File: src/rtl/store_buffer.sv
// Store buffer: DEPTH-entry in-order store FIFO in front of a single-port data memory.
// Define STORE_BUFFER_FWD_EN to forward full-word store data to matching full-word loads.
module store_buffer #(
  parameter int unsigned DEPTH         = 4,
  parameter int unsigned FWD_ADDR_BITS = 10
) (
  input  logic        clk,
  input  logic        reset_n,
  input  logic [31:0] cpu_addr,
  input  logic [31:0] cpu_write_data,
  input  logic        cpu_memwrite,
  input  logic        cpu_memread,
  input  logic [3:0]  cpu_sign_mask,
  output logic [31:0] cpu_read_data,
  output logic        cpu_stall,
  output logic [31:0] mem_addr,
  output logic [31:0] mem_write_data,
  output logic        mem_memwrite,
  output logic        mem_memread,
  output logic [3:0]  mem_sign_mask,
  input  logic [31:0] mem_read_data,
  input  logic        mem_clk_stall
);

  localparam int unsigned PtrW = $clog2(DEPTH);

  typedef enum logic [1:0] {StIdle, StIssue, StBusy} state_e;

  state_e state_q, state_d;

  logic [PtrW:0]   wr_ptr_q, rd_ptr_q;
  logic [PtrW-1:0] wr_idx, rd_idx;
  logic [PtrW:0]   count;
  logic            empty, full;

  logic [31:0] ent_addr_q [DEPTH];
  logic [31:0] ent_data_q [DEPTH];
  logic [3:0]  ent_mask_q [DEPTH];

  logic            is_load, is_store;
  logic            load_active, load_pending, fwd_hit;
  logic            push, pop, load_complete;
  logic            match;
  logic [PtrW-1:0] youngest_idx;

  logic        op_load_q, op_load_d;
  logic        load_done_q;
  logic [31:0] read_data_q;

  logic [31:0] mem_addr_q, mem_addr_d;
  logic [31:0] mem_wdata_q, mem_wdata_d;
  logic        mem_we_q, mem_we_d;
  logic        mem_re_q, mem_re_d;
  logic [3:0]  mem_mask_q, mem_mask_d;

  // FIFO bookkeeping; the extra pointer bit separates full from empty.
  assign wr_idx = wr_ptr_q[PtrW-1:0];
  assign rd_idx = rd_ptr_q[PtrW-1:0];
  assign count  = wr_ptr_q - rd_ptr_q;
  assign empty  = (wr_ptr_q == rd_ptr_q);
  assign full   = (wr_ptr_q[PtrW] != rd_ptr_q[PtrW]) && (wr_idx == rd_idx);

  // A simultaneous read and write request is a load.
  assign is_load  = cpu_memread;
  assign is_store = cpu_memwrite && !cpu_memread;

  // load_done_q marks the cycle in which a finished load is still on the bus.
  assign load_active = is_load && !load_done_q;

  // Walk entries oldest to youngest so the last hit is the youngest match.
  always_comb begin
    match        = 1'b0;
    youngest_idx = rd_idx;
    for (int unsigned i = 0; i < DEPTH; i++) begin
      if (((PtrW + 1)'(i) < count) &&
          (ent_addr_q[rd_idx + PtrW'(i)][FWD_ADDR_BITS+1:2] == cpu_addr[FWD_ADDR_BITS+1:2]))
      begin
        match        = 1'b1;
        youngest_idx = rd_idx + PtrW'(i);
      end
    end
  end

`ifdef STORE_BUFFER_FWD_EN
  assign fwd_hit = load_active && !op_load_q && match &&
                   ent_mask_q[youngest_idx][2] && cpu_sign_mask[2];
`else
  assign fwd_hit = 1'b0;
`endif

  assign load_pending  = load_active && !fwd_hit;
  assign push          = is_store && !full;
  assign pop           = (state_q == StBusy) && !mem_clk_stall && !op_load_q;
  assign load_complete = (state_q == StBusy) && !mem_clk_stall && op_load_q;

  // Reset gating keeps the stall low while reset_n is asserted.
  assign cpu_stall = reset_n && ((is_store && full) || load_active);

  always_comb begin
    state_d     = state_q;
    op_load_d   = op_load_q;
    mem_addr_d  = '0;
    mem_wdata_d = '0;
    mem_we_d    = 1'b0;
    mem_re_d    = 1'b0;
    mem_mask_d  = '0;
    unique case (state_q)
      StIdle: begin
        // Loads bypass queued stores unless one of them targets the same word.
        if (load_pending && !match) begin
          state_d    = StIssue;
          op_load_d  = 1'b1;
          mem_re_d   = 1'b1;
          mem_addr_d = cpu_addr;
          mem_mask_d = cpu_sign_mask;
        end else if (!empty) begin
          state_d     = StIssue;
          op_load_d   = 1'b0;
          mem_we_d    = 1'b1;
          mem_addr_d  = ent_addr_q[rd_idx];
          mem_wdata_d = ent_data_q[rd_idx];
          mem_mask_d  = ent_mask_q[rd_idx];
        end
      end
      StIssue: state_d = StBusy;
      StBusy: begin
        if (!mem_clk_stall) begin
          state_d   = StIdle;
          op_load_d = 1'b0;
        end
      end
      default: state_d = StIdle;
    endcase
  end

  always_ff @(posedge clk or negedge reset_n) begin
    if (!reset_n) begin
      state_q     <= StIdle;
      op_load_q   <= 1'b0;
      load_done_q <= 1'b0;
      read_data_q <= '0;
      wr_ptr_q    <= '0;
      rd_ptr_q    <= '0;
      mem_addr_q  <= '0;
      mem_wdata_q <= '0;
      mem_we_q    <= 1'b0;
      mem_re_q    <= 1'b0;
      mem_mask_q  <= '0;
    end else begin
      state_q     <= state_d;
      op_load_q   <= op_load_d;
      load_done_q <= load_complete || fwd_hit;
      mem_addr_q  <= mem_addr_d;
      mem_wdata_q <= mem_wdata_d;
      mem_we_q    <= mem_we_d;
      mem_re_q    <= mem_re_d;
      mem_mask_q  <= mem_mask_d;
      if (push) wr_ptr_q <= wr_ptr_q + (PtrW + 1)'(1);
      if (pop)  rd_ptr_q <= rd_ptr_q + (PtrW + 1)'(1);
      if (load_complete) begin
        read_data_q <= mem_read_data;
      end else if (fwd_hit) begin
        read_data_q <= ent_data_q[youngest_idx];
      end
    end
  end

  // Entry storage needs no reset; validity lives in the pointers.
  always_ff @(posedge clk) begin
    if (push) begin
      ent_addr_q[wr_idx] <= cpu_addr;
      ent_data_q[wr_idx] <= cpu_write_data;
      ent_mask_q[wr_idx] <= cpu_sign_mask;
    end
  end

  assign cpu_read_data  = read_data_q;
  assign mem_addr       = mem_addr_q;
  assign mem_write_data = mem_wdata_q;
  assign mem_memwrite   = mem_we_q;
  assign mem_memread    = mem_re_q;
  assign mem_sign_mask  = mem_mask_q;

endmodule

File: config.mk
export PLATFORM = sky130hd
export DESIGN_NAME = store_buffer
export DESIGN_NICKNAME = d
export VERILOG_FILES = /design/src/rtl/store_buffer.sv
export SDC_FILE = /design/constraint.sdc
export NUM_CORES = 1
export LEC_CHECK = 0
export CAP_MARGIN = 20
export CORE_MARGIN = 2
export CORE_UTILIZATION = 47
export DETAILED_ROUTE_END_ITERATION = 8
export PLACE_DENSITY = 0.7
export SYNTH_ARGS = -nofsm -noshare
export SYNTH_HDL_FRONTEND = slang
export SYNTH_SLANG_ARGS = --single-unit
export TNS_END_PERCENT = 100
File: constraint.sdc
create_clock -name clk -period 7.9 [get_ports clk]
set_clock_uncertainty 0.2 [all_clocks]
set_input_delay 2.37 -clock clk [delete_from_list [all_inputs] [get_ports clk]]
set_output_delay 2.37 -clock clk [all_outputs]
set_load 0.05 [all_outputs]
After elaboration in Yosys (flattened, before gate mapping). Memory sizes are Yosys's and may differ from the RTL's. Cells that the tools add are included.

Register bits after elaboration: 112. Latch bits: 0. Bits in writable memories: 272. ROM bits: 0. Output and inout port bits: 103. Word-level logic and storage cells: 88. Memories: 3.

Memory list: ent_addr_q (depth 4, width 32, rd ports 4, clocked after Yosys merged registers in 0, wr ports 1, RTL line 36) `logic [31:0] ent_addr_q [DEPTH];`; ent_data_q (depth 4, width 32, rd ports 1, clocked after Yosys merged registers in 0, wr ports 1, RTL line 37) `logic [31:0] ent_data_q [DEPTH];`; ent_mask_q (depth 4, width 4, rd ports 1, clocked after Yosys merged registers in 0, wr ports 1, RTL line 38) `logic [3:0] ent_mask_q [DEPTH];`.

Add/sub/neg operators: 6. Multiply operators: 0. Divide/modulo/power cells: 0. $lt $le $gt $ge: 4. Equality and inequality tests: 11. Shift operators: 0. Multiplexer cells: 28. Bitwise logic cells: 0. Reductions and logical operators: 25.

Operator list (number): 2-to-1 mux 32 bit (6); == test 10 bit (4); logical AND 1 bit (14); 2-to-1 mux 1 bit (14); 2-to-1 mux 4 bit (3); adder 3 x 1 -> 3 bit (second input constant) (2); logical NOT 1 bit (6); < comparator 1 x 3 -> 1 bit (first input constant) (2); < comparator 2 x 3 -> 1 bit (first input constant) (2); 2-to-1 mux 2 bit (3); case mux 2 bit (3 select lines) (1); adder 2 bit (second input constant) (2); == test 3 bit (1); != test 3 bit (second input constant) (1); AND reduction 3 bit (1); subtractor 3 bit (1); adder 2 x 1 -> 2 bit (second input constant) (1); == test 2 x 1 -> 1 bit (second input constant) (1); == test 2 bit (1); == test 2 bit (second input constant) (1); logical NOT 2 bit (1); != test 2 bit (second input constant) (1); case mux 1 bit (2 select lines) (1); AND reduction 2 bit (1); 3 further kinds (3).

Longest topological paths before layout. Gate-level depths: netlist (run 1).

Word-level depth: 11. Mapped depth: 14. Gate-level depth less buffers: 10.

Worst setup path after synthesis (run 1). No wires, ideal clock.

Path type: input to output. From: in cpu_memread. To: out cpu_stall. Arrival time: 3100 ps. Required time: 5330 ps. Slack: 2230 ps. Cell stages on the path: 3. Cells stage by stage: nand2b_1 -> nor3b_1 -> o21a_1.

Cells in the longest elaborated chain, start to end: 5. Elaborated cells between the ends (all ways): 6.

Ends and longest elaborated chain: start, declared (RTL line 12) `input logic cpu_memread,`; logical NOT 1 bit (RTL line 65) `assign is_store = cpu_memwrite && !cpu_memread;`; logical AND 1 bit (RTL line 65); logical AND 1 bit (RTL line 97) `assign cpu_stall = reset_n && ((is_store && full) || load_active);`; logical OR 1 bit (*) (RTL line 97); logical AND 1 bit (*) (RTL line 97); end, declared (RTL line 15) `output logic cpu_stall,`.

Every way passes the cells marked *; elsewhere a longest branch is shown, timed or not.

Worst setup path in the final report (run 1). Same ends and word-level chain as after synthesis.

==> results.md, run 1 <==
Timing:
- For the finished layout, the period the worst path requires is 6715 ps.
- The transition time of the tightest slew-check pin is 1021 ps.
- Once routing completed, OpenROAD measured the worst setup slack at 1185 ps.
- Setup repair after global routing left no endpoint under its margin.
- Dividing the final minimum period by the clock period gives 0.8500.
- The number of endpoints failing setup at the final stage is 0.
- The final hold violation count came to 0.
- Setup total negative slack on the finished layout was measured at 0 ps.
- The relative slew slack is 0.3178.
- The upper clock frequency limit is 0.1489 GHz.
- The number of max-slew violations in the final report is 0.

Final layout:
- In the final layout, the share of cells above drive strength 1 is 0.1953.
- The area growth from synthesis to layout is 24.02%.
- In the final design database the tool counted 1152 nets.
- The fill cell instance count of the final layout is 2490.
- Measured on the finished design, the core utilization comes to 0.5924.
- The finished cells cover 0.01932 sq mm.

Critical path:
- The signal on the critical path passes through clkdlybuf4s50_1, nand2b_1, nor3b_1, o21a_1, clkdlybuf4s50_1.
- For this run, the slowest stage of the critical path takes 810 ps.
- The kind of start point of the critical path is a primary input.
- The slowest stage of the critical path is the clkdlybuf4s50_1 cell.
- The startpoint of the most critical register-to-register path is rd_ptr_q[0]$_DFFE_PN0P_.
- The number of buffers and inverters on the critical path is 2.
- STA classifies the critical path endpoint as an output port.
- At the worst endpoint, the required time is 5330 ps.
- The setup path with the least slack is of type primary input to output port.
- Of all nets on the critical path, the largest fanout is 2.
- The worst-case register-to-register setup slack is 2710 ps.
- The depth of the worst register-to-register path is 11.
- The family with the most delay on the worst path is buffers and inverters.
- The endpoint identified for the worst register-to-register timing path is mem_addr[31]$_DFF_PN0_.
- The most numerous cell on the critical path is clkdlybuf4s50_1.
- The data arrival time at the worst-slack endpoint is 4150 ps.

Drt:
- Wires add up to 31870 microns.
- In the routed layout, each cell is associated on average with a via count of 5.330.
- The detailed router's first-iteration violation count is 539.
- The post-detailed-route DRC marker count is 0.
- The total vias in the final route is 8065.
- The first detailed-routing pass ran for 5 iterations.
- The count of nets left with antenna violations once routing finished came out at 0.
- After detailed routing, the average wire length per cell comes to 21.07 microns.

Global routing:
- The global-route wire length before repair is 49200 microns.
- Entering global routing, the biggest net connects 73 pins.
- For this run, the total global-route usage over all layers was measured as 0.1888.
- The via count of the first global-routing pass is 8460.
- For this run the aggregate overflow at the end of global routing stands at 0.
- The initial antenna violation count is 2.

Floorplanning:
- The floorplan has 66 rows.
- The overall die height is 186.1 microns.
- The area enclosed by the die boundary is 0.03462 sq mm.
- In this run the standard cell core region covers 0.03262 sq mm.
- The I/O pin total is 208.
- The initial core utilization is 0.4777.
- The width of the chip is 186.1 microns.

Logic synthesis:
- The mux cell area share after synthesis is 0.1884.
- Ranked by total cell area, the synthesized netlist is headed by edfxtp_1 (52%), dfrtp_1 (18%), mux4_2 (13%).
- During synthesis, Yosys emitted a total of 0 warnings.
- The instance count of the mapped netlist is 829.
- The share of synthesized area occupied by flip-flops and latches is 0.7041.
- Of the total synthesized cell area, the portion taken by AND, OR, NAND and NOR gates is 0.04569.
- In the synthesized netlist the dominant register cell turns out to be edfxtp_1.
- The share of Yosys cell area claimed by the top area cell type is 0.5242.
- In the post-synthesis netlist, the cell with the most instances is edfxtp_1.
- Summed over all instances, the cell type with the most area after synthesis is edfxtp_1.
- The post-synthesis async set-or-reset flop share is 0.2917.
- The count of flip-flops with a built-in enable after synthesis is 272.
- Sorting the synthesized cells by how often they occur yields edfxtp_1 (272), dfrtp_1 (112), mux4_2 (92).
- The area share of xor/xnor cells in the synthesized design is 0.02586.
- In this run, synthesis produced a sequential element count of 384.
- The area fraction in compound gates after synthesis is 0.007548.
- Of the total synthesized cell area, the portion taken by full adders, half adders and majority gates is 0.006906.
- The main combinational cell family by area after synthesis is multiplexers.
- The number of nets in the synthesized netlist is 942.
- The number of different library cells used by synthesis comes to 45.
- The post-synthesis cell area is 0.01558 sq mm.
- The synthesized area per cell is 18.80 sq um.

Clock network:
- The maximum level of the CTS H-tree is 2.
- After clock tree synthesis, the flow added hold-fix buffers numbering 0.
- The total clock buffers created by CTS is 40.
- The clock net in this run drives a total of 384 sinks.
- After clock tree synthesis, the clock-pin slew on the worst setup and hold paths is 60 ps.
- The largest buffer count on any clock path is 3.
- The number of resized instances in the post-cts repair step is 0.
- TritonCTS built the clock tree.
- The master cell of the clock root buffer is clkbuf_16.
- The clock latency at the later pin of the worst-skew pair is 530 ps.
- The number of setup buffers added after CTS is 0.

Power and ir drop:
- The power density over the cells is 393.4 mW/mm^2.
- For this design the static power due to leakage is 7.016 nW.
- The maximum vdd ir drop is 0.2160 mV.

Place:
- The final HPWL from detailed placement is 18680 microns.
- The count of input and output buffers is 207.
- Routability-driven placement finished with a final weighted congestion of 0.7725.
- The worst setup slack after placement is 1203 ps.
- The placed standard-cell area is 0.01803 sq mm.

Outcome:
- The run finished with clean final reports.

Hold path:
- The worst min-delay path category is register to register.
- The worst hold path stage count is 1.
- The worst hold path terminates at wr_ptr_q[2]$_DFFE_PN0P_.
- The hold path startpoint is wr_ptr_q[2]$_DFFE_PN0P_.

Job:
- The tool flagged a number of max-cap violations equal to 0.
==> power by group <==
group / internal [W] / switching, W / total [W] / leakage (nW)
sequential: 0.00257 / 0.000237 / 0.00281 / 3.91
clock: 0.00101 / 0.000743 / 0.00175 / 0.605
combinational: 0.00128 / 0.00176 / 0.00304 / 2.50
==> worst register-to-register path: cells and delay by family (launching register included) <==
family | cells | cell delay, ps
flops | 1 | 980
mux | 2 | 1050
buf+inv | 4 | 1790
compound gates | 2 | 610
xor+xnor | 1 | 150
simple gates | 2 | 310
==> how the worst max path moves through the flow <==
stage                 to         from  slack (ps)  depth (start not counted)
2_1_floorplan  cpu_stall  cpu_memread        2230                          3
3_3_place_gp   cpu_stall  cpu_memread        1200                          5
3_5_place_dp   cpu_stall  cpu_memread        1200                          5
4_1_cts        cpu_stall  cpu_memread        1190                          5
5_1_grt        cpu_stall  cpu_memread        1110                          5
6_report       cpu_stall  cpu_memread        1180                          5
==> cell type report <==
type | count | area, sq um | share of cell area
Clock inverter | 23 | 143.9 | 0.007446
Tap cell | 442 | 553.0 | 0.02862
Timing Repair Buffer | 222 | 2222 | 0.1150
Antenna cell | 1 | 2.502 | 0.0001295
Inverter | 5 | 18.77 | 0.0009713
Multi-Input combinational cell | 386 | 4315 | 0.2233
Sequential cell | 384 | 10980 | 0.5681
Clock buffer | 50 | 1090 | 0.05640
==> routing by layer <==
layer  GRT usage  wire [microns]  up-vias
met5           0              16        -
met4     0.03874             446        2
met3     0.03796            2082       35
met2      0.3138           15710      235
met1      0.2615           13620     4159
li1            -               -     3634
==> state kept, by name (all words and copies together) (netlist names) <==
name,cells
cpu_read_data,32
mem_write_data,32
wr_ptr_q,3
mem_sign_mask,4
ent_data_q,128
op_load_q,1
load_done_q,1
ent_mask_q,16
rd_ptr_q,3
ent_addr_q,128
mem_memread,1
mem_memwrite,1
mem_addr,32
state_q,2
==> logic make-up after synthesis <==
group           after synthesis
fa+ha+maj                     8
simple gates                146
xor+xnor                     46
buf+inv                      59
flops                       384
compound gates               15
mux                         171
==> per-stage QoR <==
stage | power, W | instances | hold WS, ps
3_3_place_gp | 0.005883 | 1437 | 277.7
3_5_place_dp | 0.005910 | 1437 | 277.3
6_report | 0.007603 | 1513 | 287.5
4_1_cts | 0.007682 | 1510 | 289.1
5_1_grt | 0.007986 | 1512 | 296.2
2_1_floorplan | 0.004993 | 829 | 260.4
==> placed cells by master, fill, tap and decap left out, types with 6 or more instances in the layout <==
cell	netlist	final
clkinv_2	0	7
and3_1	32	32
xor2_1	17	17
ha_1	7	7
clkbuf_16	0	41
clkinv_1	0	10
nand2_1	82	82
dfrtp_1	112	110
mux2i_1	45	45
mux2_2	32	32
clkbuf_1	25	6
edfxtp_1	272	272
mux4_2	92	92
clkdlybuf4s50_1	0	206
buf_4	4	14
xnor2_1	29	29
No activity file was read; power rests on OpenSTA's default activity.
==> run 2: changes to the inputs <==
CAP_MARGIN = unset   (was 20)
==> results.md, run 2 (synthesized netlist as in run 1, its figures left out) <==
Outcome:
- Outcome: complete, no violations (unchanged).

Floorplanning:
- The I/O pin total came to 208 (unchanged).
- The floorplan row count is 66 (unchanged).
- The width of the chip is 186.1 microns (unchanged).
- The core area is 0.03262 sq mm (unchanged).
- The area enclosed by the die boundary came to 0.03462 sq mm (unchanged).
- The initial core utilization is 0.4777 (unchanged).
- The overall die height is 186.1 microns (unchanged).

Global routing:
- The initial antenna violation count was 2 (unchanged).
- The total routing resource utilization after global routing is 0.1888 (unchanged).
- The maximum number of pins on one net before global-route repair was 73 (unchanged).
- The global-route wire length before repair is 49200 microns (unchanged).
- The via count of the first global-routing pass is 8460 (unchanged).
- The leftover overflow at the end of global routing came to 0 (unchanged).

Critical path:
- The startpoint of the most critical register-to-register path is rd_ptr_q[0]$_DFFE_PN0P_ (unchanged).
- The required time at the worst-slack endpoint came to 5330 ps (about the same).
- The worst-case register-to-register setup slack is 2400 ps (was 2710 ps).
- The slowest cell on the critical path is clkdlybuf4s50_1 (unchanged).
- The data arrival time at the worst-slack endpoint is 4140 ps (was 4150 ps).
- The capturing element type of the critical path is an output port (unchanged).
- The highest net fanout along the worst path was 2 (unchanged).
- The class of the most critical setup path was primary input to output port (unchanged).
- The peak per-stage delay on the critical path was 810 ps (about the same).
- Critical path, cell by cell: clkdlybuf4s50_1, nand2b_1, nor3b_1, o21a_1, clkdlybuf4s50_1 (unchanged).
- The most numerous cell on the critical path is clkdlybuf4s50_1 (unchanged).
- The kind of start point of the critical path is a primary input (unchanged).
- The depth of the worst register-to-register path is 10 (was 11).
- The destination of the worst register-to-register timing path is mem_addr[2]$_DFF_PN0_ (was mem_addr[31]$_DFF_PN0_).

Job:
- The max-cap check violation count is 0 (unchanged).

Place:
- The final HPWL from detailed placement is 18680 microns (unchanged).
- The final weighted congestion of routability-driven global placement is 0.7725 (unchanged).
- The placed standard-cell area came to 0.01803 sq mm (unchanged).
- The count of input and output buffers is 207 (unchanged).

Drt:
- The detailed-routing iteration count for the pre-antenna-repair pass is 7 (was 5).
- The via-per-instance ratio is 5.340 (was 5.330).
- The total vias in the final route is 8068 (was 8065).
- The total wire length after detailed routing was 32020 microns (was 31870 microns).
- The detailed router's first-iteration violation count is 540 (was 539).
- The final antenna-violating net count came to 0 (unchanged).
- The post-detailed-route DRC marker count is 0 (unchanged).
- The average wire per cell in the routed design is 21.19 microns (was 21.07 microns).

Timing:
- The relative slew slack was 0.2488 (was 0.3178).
- The final critical-path share of the clock period is 0.8488 (was 0.8500).
- The upper clock frequency limit is 0.1491 GHz (was 0.1489 GHz).
- The minimum clock period after layout is 6705 ps (was 6715 ps).
- The transition time of the tightest slew-check pin is 1127 ps (was 1021 ps).
- The number of endpoints failing setup at the final stage came to 0 (unchanged).
- The final-layout setup total negative slack was 0 ps (unchanged).
- The number of max-slew violations in the final report is 0 (unchanged).
- RSZ-0062 raised after global routing: false (unchanged).
- The final hold violation count was 0 (unchanged).

Final layout:
- Biggest registers after layout: ent_addr_q: 128 flops, ent_data_q: 128 flops (unchanged).
- The fraction of final layout cells with drive strength greater than 1 is 0.1938 (was 0.1953).
- The number of nets in the final layout is 1150 (was 1152).
- The most common library cell in the layout ignoring fill and taps is edfxtp_1 (unchanged).
- The area growth from synthesis to layout was 23.67% (was 24.02%).
- The combined area of the multi-input logic cells is 0.004315 sq mm (unchanged).
- The post-route cell area is 0.01927 sq mm (was 0.01932 sq mm).
- The fill cell instance count of the final layout is 2494 (was 2490).
- The area used by sequential logic in the layout is 0.01098 sq mm (unchanged).
- Highest-count cells in the layout ignoring fill and taps: edfxtp_1 (272), clkdlybuf4s50_1 (206), dfrtp_1 (110) (unchanged).
- The post-layout utilization of the core is 0.5907 (was 0.5924).

Hold path:
- The worst hold path stage count is 1 (unchanged).
- The terminating pin of the worst hold path is wr_ptr_q[2]$_DFFE_PN0P_ (unchanged).
- The hold path startpoint is wr_ptr_q[2]$_DFFE_PN0P_ (unchanged).
- The worst min-delay path category is register to register (unchanged).

Clock network:
- The number of clock sinks came to 384 (unchanged).
- The TritonCTS clock tree is done (unchanged).
- The total clock buffers created by CTS is 40 (unchanged).
- The maximum level of the CTS H-tree is 2 (unchanged).
- The largest buffer count on any clock path is 3 (unchanged).
- The clock transition time at the flip-flop clock pins of the worst setup and hold paths is 60 ps (about the same).
- The number of setup buffers added after CTS was 0 (unchanged).
- The master cell of the clock root buffer is clkbuf_16 (unchanged).
- The number of resized instances in the post-cts repair step is 0 (unchanged).
- The clock latency at the later pin of the worst-skew pair came to 530 ps (about the same).
- The number of buffers inserted for hold repair after clock tree synthesis came to 0 (unchanged).

Power and ir drop:
- The post-layout total power is 0.007586 W (was 0.007603 W).
- The power density over the cells is 393.7 mW/mm^2 (was 393.4 mW/mm^2).
- The leakage power was 6.991 nW (was 7.016 nW).
- The maximum vdd ir drop is 0.2152 mV (was 0.2160 mV).
run 2: cell types whose count changed in the layout (fill, tap and decap cells not counted), sizes merged:
cell / before / now
buf: 16 / 14
run 2: routing by layer:
layer  global-route usage  up-vias  wire (microns)
met5                    0        -              10
met4              0.03874        2             457
met3              0.03796       41            1958
met2               0.3138      225           15750
met1               0.2615     4170           13840
li1                     -     3630               -
run 2: worst max-delay path, delay by kind of cell:
family | cells | cell delay [ps]
AO/OA/AOI/OAI | 1 | 140
buffers and inverters | 2 | 1230
AND/OR/NAND/NOR | 2 | 380
run 2: worst max path at each step:
| stage | from | to | slack (ps) | cells past startpoint |
|---|---|---|---|---|
| 6_report | cpu_memread | cpu_stall | 1190 | 5 |
| 5_1_grt | cpu_memread | cpu_stall | 1110 | 5 |
| 3_5_place_dp | cpu_memread | cpu_stall | 1200 | 5 |
| 3_3_place_gp | cpu_memread | cpu_stall | 1200 | 5 |
| 4_1_cts | cpu_memread | cpu_stall | 1190 | 5 |
| 2_1_floorplan | cpu_memread | cpu_stall | 2230 | 3 |
run 2: stage by stage:
stage,std cells,setup slack [ps],hold slack (ps)
2_1_floorplan,829,2230,260.4
3_3_place_gp,1437,1199,277.7
3_5_place_dp,1437,1203,277.3
4_1_cts,1510,1188,289.1
5_1_grt,1510,1114,296.2
6_report,1511,1195,288.1
run 2: area by class of cell:
cell class,count,share of cell area
clock inverter,23,0.007468
multi-input combinational,386,0.2240
sequential,384,0.5697
tap,442,0.02870
timing repair buffer,220,0.1125
antenna,1,0.0001299
inverter,5,0.0009740
clock buffer,50,0.05656
run 2: where the power goes:
part	internal, W	switching [W]
Combinational	0.00126	0.00176
Sequential	0.00257	0.000237
Clock	0.00101	0.000746
==> run 3: changes to the inputs <==
PLACE_DENSITY = 0.73   (was 0.7)
clock period = 5.5 ns   (was 7.9 ns; I/O delays follow)
==> results.md, run 3 (synthesized netlist as in run 1, its figures left out) <==
Floorplanning:
- The area enclosed by the die boundary came to 0.03462 sq mm (unchanged).
- The overall die height is 186.1 microns (unchanged).
- The initial core utilization is 0.4777 (unchanged).
- The width of the chip came to 186.1 microns (unchanged).
- The I/O pin total is 208 (unchanged).
- The floorplan row count is 66 (unchanged).
- The core area is 0.03262 sq mm (unchanged).

Timing:
- The relative slew slack is 0.2696 (was 0.2488).
- The minimum clock period after layout is 4736 ps.
- The post-route worst setup slack was 764.1 ps (was 1195 ps).
- The number of endpoints failing setup at the final stage came to 0 (unchanged).
- The final-layout setup total negative slack is 0 ps (unchanged).
- RSZ-0062 raised after global routing: false (unchanged).
- The final critical-path share of the clock period is 0.8611.
- The number of max-slew violations in the final report is 0 (unchanged).
- The worst hold-check slack is 288.0 ps (was 288.1 ps).
- For this run, the top clock speed supported by timing is 0.2112 GHz.
- The transition time of the tightest slew-check pin is 1093 ps (was 1127 ps).
- The final hold violation count is 0 (unchanged).

Drt:
- The total vias in the final route is 8179 (was 8068).
- The via-per-instance ratio is 5.399 (was 5.340).
- The detailed-routing iteration count for the pre-antenna-repair pass is 8 (was 7).
- The detailed router's first-iteration violation count is 496 (was 540).
- The average wire per cell in the routed design is 21.03 microns (was 21.19 microns).
- The final antenna-violating net count was 0 (unchanged).
- The total wire length after detailed routing came to 31870 microns (was 32020 microns).
- The post-detailed-route DRC marker count came to 0 (unchanged).

Power and ir drop:
- The power density over the cells was 568.5 mW/mm^2 (was 393.7 mW/mm^2).
- The leakage power is 7.068 nW (was 6.991 nW).
- The maximum vdd ir drop is 0.3393 mV (was 0.2152 mV).

Final layout:
- The fill cell instance count of the final layout is 2429 (was 2494).
- The area growth from synthesis to layout is 24.85% (was 23.67%).
- The combined area of the multi-input logic cells is 0.004315 sq mm (unchanged).
- The number of nets in the final layout is 1153 (was 1150).
- Highest-count cells in the layout ignoring fill and taps: edfxtp_1 (272), clkdlybuf4s50_1 (205), dfrtp_1 (110) (was edfxtp_1 (272), clkdlybuf4s50_1 (206), dfrtp_1 (110)).
- The area used by sequential logic in the layout is 0.01098 sq mm (unchanged).
- The most common library cell in the layout ignoring fill and taps is edfxtp_1 (unchanged).
- The fraction of final layout cells with drive strength greater than 1 came to 0.2006 (was 0.1938).
- Biggest registers after layout: ent_addr_q: 128 flops, ent_data_q: 128 flops (unchanged).
- The post-layout utilization of the core is 0.5964 (was 0.5907).

Clock network:
- The total clock buffers created by CTS was 40 (unchanged).
- The clock latency at the later pin of the worst-skew pair came to 540 ps (was 530 ps).
- The TritonCTS clock tree is done (unchanged).
- The number of buffers inserted for hold repair after clock tree synthesis is 0 (unchanged).
- The number of resized instances in the post-cts repair step is 0 (unchanged).
- The clock transition time at the flip-flop clock pins of the worst setup and hold paths is 60 ps (about the same).
- The master cell of the clock root buffer is clkbuf_16 (unchanged).
- The number of clock sinks was 384 (unchanged).
- The maximum level of the CTS H-tree is 2 (unchanged).
- The largest buffer count on any clock path is 3 (unchanged).
- The number of setup buffers added after CTS is 0 (unchanged).

Global routing:
- The initial antenna violation count came to 2 (unchanged).
- The maximum number of pins on one net before global-route repair is 64 (was 73).
- The leftover overflow at the end of global routing is 0 (unchanged).
- The global-route wire length before repair was 49160 microns (was 49200 microns).
- The via count of the first global-routing pass is 8607 (was 8460).
- The total routing resource utilization after global routing is 0.1888 (about the same).

Place:
- The final weighted congestion of routability-driven global placement is 0.7685 (was 0.7725).
- The count of input and output buffers is 207 (unchanged).
- The worst setup slack after placement was 760.5 ps (was 1203 ps).
- The final HPWL from detailed placement was 19370 microns (was 18680 microns).

Critical path:
- Critical path, cell by cell: clkdlybuf4s50_1, nor2b_1, o21a_1, buf_4 (was clkdlybuf4s50_1, nand2b_1, nor3b_1, o21a_1, clkdlybuf4s50_1).
- The peak per-stage delay on the critical path was 470 ps (was 810 ps).
- The data arrival time at the worst-slack endpoint was 2890 ps (was 4140 ps).
- The capturing element type of the critical path was an output port (unchanged).
- The kind of start point of the critical path is a primary input (unchanged).
- The class of the most critical setup path was primary input to output port (unchanged).
- The depth of the worst register-to-register path is 9 (was 10).
- The slowest cell on the critical path was clkdlybuf4s50_1 (unchanged).
- The required time at the worst-slack endpoint was 3650 ps (was 5330 ps).
- The highest net fanout along the worst path is 2 (unchanged).

Hold path:
- The worst min-delay path category is register to register (unchanged).
- The worst hold path stage count is 1 (unchanged).

Job:
- The max-cap check violation count came to 0 (unchanged).

Outcome:
- Outcome: complete, no violations (unchanged).
==> run 3: cell count changes in the layout (fill, tap and decap cells not counted), sizes merged <==
cell / delta
clkbuf: +4
bufinv: +2
clkdlybuf4s50: -1
buf: +4
inv: -2
clkinv: -3
==> run 3: per-layer routing <==
layer  global-route usage  routed length, microns
met1               0.2510                   13280
met3              0.03835                    1780
met4              0.04819                     638
met5                    0                      13
met2               0.3204                   16160
==> run 3: power by group <==
part	switching (W)	internal (W)
sequential	0.000334	0.00369
combinational	0.00253	0.00182
clock	0.00111	0.00157
total	0.00398	0.00708
==> run 3: worst paths after layout <==
check / start / slack, ps / to
worst max-delay path: cpu_memread / 760 / cpu_stall
worst min-delay path: wr_ptr_q[2]$_DFFE_PN0P_ / 290 / wr_ptr_q[2]$_DFFE_PN0P_
worst max register to register: rd_ptr_q[1]$_DFFE_PN0P_ / 1380 / mem_addr[22]$_DFF_PN0_
worst min register to register: wr_ptr_q[2]$_DFFE_PN0P_ / 290 / wr_ptr_q[2]$_DFFE_PN0P_
max in group asynchronous: reset_n / 3260 / rd_ptr_q[0]$_DFFE_PN0P_
min in group asynchronous: reset_n / 750 / mem_addr[14]$_DFF_PN0_
==> run 3: metrics by stage <==
step,cell area [sq um],total power (W),std cells
6_report,19450,0.01106,1515
5_1_grt,19450,0.01161,1515
4_1_cts,19450,0.01122,1514
3_5_place_dp,18110,0.008499,1440
3_3_place_gp,18110,0.008444,1440
2_1_floorplan,15580,0.007172,829
==> run 3: cell type report <==
type / instances / share of cell area
clock inverter: 20 / 0.01235
multi-input combinational: 386 / 0.2218
inverter: 5 / 0.0009648
antenna: 1 / 0.0001286
tap: 442 / 0.02843
sequential: 384 / 0.5644
clock buffer: 54 / 0.05673
timing repair buffer: 223 / 0.1152
==> run 3: critical path: cells and delay by family <==
family | cells | cell delay, ps
and+or+nand+nor | 1 | 380
buffers and inverters | 2 | 660
AOI/OAI and AO/OA | 1 | 190
